### src/rtl/gui_frame_sequencer.sv
// Video raster timing generator with a frame-synchronous overlay config update.
// Config words are captured on request and only take effect at the vblank boundary.
module gui_frame_sequencer #(
  parameter int ACTIVE_H_PIXELS = 1280,
  parameter int H_FRONT_PORCH   = 110,
  parameter int H_SYNC_WIDTH    = 40,
  parameter int H_BACK_PORCH    = 220,
  parameter int ACTIVE_LINES    = 720,
  parameter int V_FRONT_PORCH   = 5,
  parameter int V_SYNC_WIDTH    = 5,
  parameter int V_BACK_PORCH    = 20
) (
  input  logic        clk,
  input  logic        rst,
  input  logic        enable,
  input  logic        upd_req,
  input  logic [15:0] upd_data,
  output logic        upd_ack,
  output logic [10:0] h_count,
  output logic [9:0]  v_count,
  output logic        active_draw,
  output logic        h_sync,
  output logic        v_sync,
  output logic        new_frame,
  output logic [5:0]  frame_count,
  output logic [15:0] cfg_active
);

  localparam int TOTAL_PIXELS = ACTIVE_H_PIXELS + H_FRONT_PORCH + H_SYNC_WIDTH + H_BACK_PORCH;
  localparam int TOTAL_LINES  = ACTIVE_LINES + V_FRONT_PORCH + V_SYNC_WIDTH + V_BACK_PORCH;

  localparam logic [10:0] H_ACT   = 11'(ACTIVE_H_PIXELS);
  localparam logic [10:0] H_LAST  = 11'(TOTAL_PIXELS - 1);
  localparam logic [10:0] HS_BEG  = 11'(ACTIVE_H_PIXELS + H_FRONT_PORCH);
  localparam logic [10:0] HS_END  = 11'(TOTAL_PIXELS - H_BACK_PORCH);
  localparam logic [9:0]  V_ACT   = 10'(ACTIVE_LINES);
  localparam logic [9:0]  V_LAST  = 10'(TOTAL_LINES - 1);
  localparam logic [9:0]  VS_BEG  = 10'(ACTIVE_LINES + V_FRONT_PORCH);
  localparam logic [9:0]  VS_END  = 10'(TOTAL_LINES - V_BACK_PORCH);

  typedef enum logic [1:0] {IDLE, PENDING, APPLY} state_e;

  state_e      state_q, state_d;
  logic [10:0] h_q, h_d, h_nxt;
  logic [9:0]  v_q, v_d, v_nxt;
  logic        act_q, act_d, hs_q, hs_d, vs_q, vs_d, nf_q, nf_d, ack_q, ack_d;
  logic [5:0]  fc_q, fc_d;
  logic [15:0] cfg_q, cfg_d, pend_q, pend_d;

  always_comb begin
    h_nxt   = (h_q == H_LAST) ? 11'd0 : h_q + 11'd1;
    v_nxt   = v_q;
    if (h_q == H_LAST) v_nxt = (v_q == V_LAST) ? 10'd0 : v_q + 10'd1;

    h_d     = h_q;
    v_d     = v_q;
    act_d   = act_q;
    hs_d    = hs_q;
    vs_d    = vs_q;
    nf_d    = 1'b0;
    ack_d   = 1'b0;
    fc_d    = fc_q;
    cfg_d   = cfg_q;
    pend_d  = pend_q;
    state_d = state_q;

    if (enable) begin
      // Flags are computed from the next count so they line up with it.
      h_d   = h_nxt;
      v_d   = v_nxt;
      act_d = (h_nxt < H_ACT) && (v_nxt < V_ACT);
      hs_d  = (h_nxt >= HS_BEG) && (h_nxt < HS_END);
      vs_d  = (v_nxt >= VS_BEG) && (v_nxt < VS_END);
      nf_d  = (h_nxt == H_ACT) && (v_nxt == V_ACT);
      if (nf_q) fc_d = fc_q + 6'd1;

      unique case (state_q)
        IDLE: begin
          // The requester still holds upd_req during the ack cycle; don't re-capture it.
          if (upd_req && !ack_q) begin
            pend_d  = upd_data;
            state_d = PENDING;
          end
        end
        PENDING: begin
          if (nf_q) begin
            cfg_d   = pend_q;
            state_d = APPLY;
          end
        end
        APPLY: begin
          ack_d   = 1'b1;
          state_d = IDLE;
        end
        default: state_d = IDLE;
      endcase
    end
  end

  always_ff @(posedge clk or negedge rst) begin
    if (!rst) begin
      state_q <= IDLE;
      h_q     <= '0;
      v_q     <= '0;
      act_q   <= 1'b1;
      hs_q    <= 1'b0;
      vs_q    <= 1'b0;
      nf_q    <= 1'b0;
      ack_q   <= 1'b0;
      fc_q    <= '0;
      cfg_q   <= '0;
      pend_q  <= '0;
    end else begin
      state_q <= state_d;
      h_q     <= h_d;
      v_q     <= v_d;
      act_q   <= act_d;
      hs_q    <= hs_d;
      vs_q    <= vs_d;
      nf_q    <= nf_d;
      ack_q   <= ack_d;
      fc_q    <= fc_d;
      cfg_q   <= cfg_d;
      pend_q  <= pend_d;
    end
  end

  assign h_count     = h_q;
  assign v_count     = v_q;
  assign active_draw = act_q;
  assign h_sync      = hs_q;
  assign v_sync      = vs_q;
  assign new_frame   = nf_q;
  assign upd_ack     = ack_q;
  assign frame_count = fc_q;
  assign cfg_active  = cfg_q;

endmodule

### config.mk
export PLATFORM = sky130hd
export DESIGN_NAME = gui_frame_sequencer
export DESIGN_NICKNAME = d
export VERILOG_FILES = /design/src/rtl/gui_frame_sequencer.sv
export SDC_FILE = /design/constraint.sdc
export NUM_CORES = 1
export LEC_CHECK = 0
export CORE_MARGIN = 4
export CORE_UTILIZATION = 41
export DETAILED_ROUTE_END_ITERATION = 6
export PLACE_DENSITY = 0.66
export SLEW_MARGIN = 0
export SYNTH_ARGS = -nofsm -noshare
export SYNTH_HDL_FRONTEND = slang
export SYNTH_SLANG_ARGS = --single-unit
### constraint.sdc
create_clock -name clk -period 2.5 [get_ports clk]
set_input_delay 0.25 -clock clk [delete_from_list [all_inputs] [get_ports clk]]
set_output_delay 0.25 -clock clk [all_outputs]
set_load 0.02 [all_outputs]
# After elaboration in Yosys (flattened, before gate mapping)
# Index checks and enable logic that the tools add are counted.
# totals
inputBits,20
elab_cells,48
ff_bits,66
# classes
magnitude_cmp,6
eq_ne,8
n_mux,9
n_reduce_logical,11
n_addsub,3
# ops
op,count
$eq 11x11->1 const B,2
$lt 11x11->1 const B,2
$eq 10x10->1 const B,2
$lt 10x10->1 const B,2
$mux 10,2
$add 11x1->11 const B,1
$ge 11x11->1 const B,1
$mux 11,1
$add 10x1->10 const B,1
$ge 10x10->1 const B,1
$reduce_and 3->1,3
$add 6x1->6 const B,1
$logic_and 1x1->1,5
$mux 2,2
$ne 2x2->1 const B,2
$pmux 2 s2,1
$mux 1,3
$eq 2x1->1 const B,1
$eq 2x2->1 const B,1
$logic_not 2->1,1
$reduce_and 2->1,1
$logic_not 1->1,1

# Logic depth before layout (Yosys ltp)
# depth
ltp_word,6
depth_mapped,9
ltp_nobuf,8

# Worst setup path before layout
# No wires, ideal clock.
# synth_timing
kind,flip-flop to flip-flop
startpoint,"reg h_q[7], in the netlist h_count[7]"
endpoint,"reg v_q[9], in the netlist v_count[9]"
t_arrival_ns,2.225
period_less_slack_ns,2.350
stages_incl_launch_ff,8
setup_slack_ns,0.150
required_ns,2.375
path_buffers,2
cell_sequence,dfrtp_1 buf_6 or3_1 buf_2 or4_4 o31a_1 o21a_1 mux2_2
# synth_between
elab_chain_len,2
# synth_rtl
item,line_no,rtl
"start, declared",44,"logic [10:0] h_q, h_d, h_nxt;"
"start signal, assigned",103,h_q <= '0;
"start signal, assigned",115,h_q <= h_d;
$eq 11x11->1,53,if (h_q == H_LAST) v_nxt = (v_q == V_LAST) ? 10'd0 : v_q + 10'd1;
$mux 10,53,
"end signal, assigned",116,v_q <= v_d;
"end, declared",45,"logic [9:0] v_q, v_d, v_nxt;"
# No other way between the ends.
# A chain may end at the register's enable or synchronous reset.

# Worst setup path after layout
# layout_timing
startpoint,"reg h_q[0], in the netlist h_count[0]"
endpoint,"reg nf_q, in the netlist new_frame"
# layout_between
elab_chain_len,5
elab_cells_between_ends,8
# layout_rtl
item,line_no,rtl
$add 11x1->11 or $eq 11x11->1 (tied branches),"51, 53",
$mux 11 or $mux 10 (tied branches),"51, 53",
$eq 11x11->1 or $eq 10x10->1 (tied branches),74,nf_d = (h_nxt == H_ACT) && (v_nxt == V_ACT);
$logic_and 1x1->1 *,74,
$mux 1 *,67,if (enable) begin
net nf_d,46,"logic act_q, act_d, hs_q, hs_d, vs_q, vs_d, nf_q, nf_d, ack_q, ack_d;"
"end signal, assigned",120,nf_q <= nf_d;
"end, declared",46,
# Mark *: on every way through the listed nets, which the timed path passes. The rest lies on a longest branch.

==> run metrics <==
final WL=7887 um; HP Class=in2async; die width=between 90 and 100 um; global-route wire length before repair=13310 um; diodes inserted=0; Avg Cell Area, Syn=10.51 sq um; Crit Reg-Reg Startpoint=h_count[0]$_DFFE_PN0P_; Final nets=428; die height=approximately 99 um; I/O pins=just under 70; clock latency on the worst-skew pair=340 ps; # H-tree levels=3; CTS tree=yes; Starting DRT DRC Count=roughly 170; Port Buffers=67; maximum vdd drop=~550 uV; Min Clock Period, post-route=2342 ps; CTS sink cnt=66; post-synth design cell area=0.003362 sq mm; vias in the first global route=between 2000 and 3000; Synth Instances=320; Maximum Capacitance Violations=0; Layout fillers=~730; RePlAce Congestion=0.8578; maximum fanout along the worst path=6; vias per inst=5.478; DRC=0; Hold-fix buffers, CTS=1; pin count of the biggest net entering global routing=36; number of synthesized register bits=66; critical path's most frequent cell=nor4_1; FP Rows=32; Final Max Tran Viols=0; Reg-to-Reg End=new_frame$_DFF_PN0_; Core ar.=just under 0.008 sq mm; Worst-Margin Slew=517.3 ps; Num CTS Buffers=9; Post-synth top flop=dfrtp_1; DP Worst Slack=230.2 ps; leak pwr=1.841 nW; Antenna Nets Post-Route=0; dpl hpwl=5719 um; required time worst endpoint=about 2700 ps; Sum Neg Setup Slack=0 ps; post_cts resized=0; count of cell types in the netlist=49; Tcrit/Tclk final=93.68%; max frequency=427.0 MHz; Max stage delay on crit path=440 ps; relative slew slack=65.15%; Post-synth EDFFs=0; die footprint=0.009713 sq mm; setup bufs post-CTS=0; Pwr Total=around 3 mW; clock root buffer=clkbuf_8; vias=2794; Mapped Nets=345; Tot GR Track Use=16.93%; clk_skew=about 11 ps; layout cells sized above 1=18.87%; # setup viols final=0; clock slew seen by the registers of the worst setup and hold paths=roughly 80 ps; initial core utilization=42.84%; slowest library cell on the worst path=dfrtp_1; Crit Path Category=reg2reg; DR WL/cell=15.46 um; Hold Vio Cnt, Final=0; R2R Setup Slk=160 ps; cell area power density=670.6 mW/mm^2; Max clock buf depth=2; Async S/R FF share, synth=100.0%; status=complete, no violations; synth-to-layout area growth=32.49%; Synth Warn #=0; worst endpoint data arrival time=around 2600 ps; Worst Slack Setup Final=157.9 ps; Register-to-Register Path Depth=8; First-pass DRT Iterations=4; gr ovfl total=0; worst path cell trace=ha_1 -> nand4b_1 -> buf_4 -> nor4_1 -> xnor2_1 -> nor4_1 -> nand4b_1 -> nor4_1; initial antenna violation count=0; RSZ-0062 raised after global routing=no; register area share after synthesis=49.16%; Critical Path Source Type=flip-flop; Crit. End Element=flip-flop
-- where the power goes --
part	leakage, nW	internal, mW	total, mW	switching (mW)
clock network	0.0966	0.489	0.899	0.410
logic	0.880	0.375	0.747	0.372
registers	0.864	1.24	1.34	0.0986
total	1.84	2.11	2.99	0.881
-- layout by cell type, fill, tap and decap left out, types with 8 or more instances in the layout --
cell,instances
a21oi_1,9
buf_4,22
clkbuf_8,10
clkdlybuf4s50_1,66
dfrtp_1,65
mux2_2,35
nand2_1,23
nand3_1,14
nand4_1,10
nor2_1,13
nor3_1,8
o21ai_0,23
xnor2_1,14
-- metal layers --
layer  vias up  global-route usage [%]  wire [um]
met5         -                       0          0
met4         0                   4.412         85
met3         7                   7.856        761
met2       107                   25.64       3532
met1      1337                   22.01       3507
li1       1343                       -          -
-- worst max-delay path, delay by kind of cell (launching register included) --
kind	cells	cell delay (ps)
xor gates and xnor gates	1	170
adders and majority gates	1	210
buffers and inverters	1	190
DFF	1	440
and+or+nand+nor	5	1230
-- synthesized netlist by cell type (all sizes together), types with 2 or more instances --
master / number / area, sq um
a211oi: 2 / 15.01
a21o: 3 / 22.52
a21oi: 9 / 45.04
a31oi: 4 / 25.02
and2: 5 / 31.28
and3: 4 / 25.02
buf: 4 / 25.02
clkbuf: 14 / 52.55
dfrtp: 65 / 1627
ha: 5 / 62.56
inv: 7 / 26.28
mux2: 35 / 394.1
nand2: 23 / 86.33
nand2b: 3 / 18.77
nand3: 14 / 70.07
nand4: 10 / 62.56
nand4b: 2 / 17.52
nor2: 13 / 48.80
nor3: 9 / 45.04
nor3b: 3 / 22.52
nor4: 8 / 56.30
o21a: 5 / 37.54
o21ai: 24 / 120.1
o22ai: 3 / 18.77
o2bb2ai: 3 / 26.28
o31a: 2 / 17.52
o31ai: 4 / 30.03
o32ai: 3 / 26.28
or3: 3 / 18.77
xnor2: 14 / 122.6
xor2: 3 / 26.28
-- cells by family (layout without fill, tap and decap cells) --
group | Yosys count | count (layout) | synth area share (%)
simple gates | 103 | 103 | 16.60
compound gates | 67 | 67 | 12.73
flops | 66 | 66 | 49.16
mux | 36 | 36 | 12.02
buf+inv | 26 | 114 | 3.201
xor+xnor | 17 | 17 | 4.429
fa+ha+maj | 5 | 5 | 1.861
-- metrics by stage --
stage / instances / area (sq um) / hold slack, ps / util (%)
after floorplan: 320 / 3362 / -45.59 / -
after global placement: 493 / 4248 / 136.8 / 54.13
after detailed placement: 493 / 4248 / 139.4 / 54.13
after CTS: 510 / 4454 / 294.7 / 56.76
after global routing: 510 / 4454 / 316.9 / 56.76
final: 510 / 4454 / 295.8 / 56.76
-- worst max path at each step --
stage,cells past startpoint,endpoint,from
after floorplan,7,v_count[9]$_DFFE_PN0P_,h_count[7]$_DFFE_PN0P_
after global placement,6,active_draw$_DFFE_PN1P_,h_count[2]$_DFFE_PN0P_
after detailed placement,6,new_frame$_DFF_PN0_,h_count[2]$_DFFE_PN0P_
after CTS,6,new_frame$_DFF_PN0_,h_count[2]$_DFFE_PN0P_
after global routing,8,new_frame$_DFF_PN0_,h_count[0]$_DFFE_PN0P_
final,8,new_frame$_DFF_PN0_,h_count[0]$_DFFE_PN0P_
-- state kept, by name, summed over array words and instances, names as in the netlist --
name	count
active_draw	1
cfg_active	16
frame_count	6
h_count	11
h_sync	1
new_frame	1
pend_q	16
state_q	2
upd_ack	1
v_count	10
v_sync	1
-- final cells by class --
class | instances | area, sq um | area share, %
Timing Repair Buffer | 90 | 840.8 | 18.88
Clock inverter | 4 | 51.30 | 1.152
Multi-Input combinational cell | 228 | 1607 | 36.07
Clock buffer | 12 | 145.1 | 3.258
Inverter | 8 | 30.03 | 0.6742
Sequential cell | 66 | 1653 | 37.11
Tap cell | 102 | 127.6 | 2.865
(Power assumes the default switching activity.)
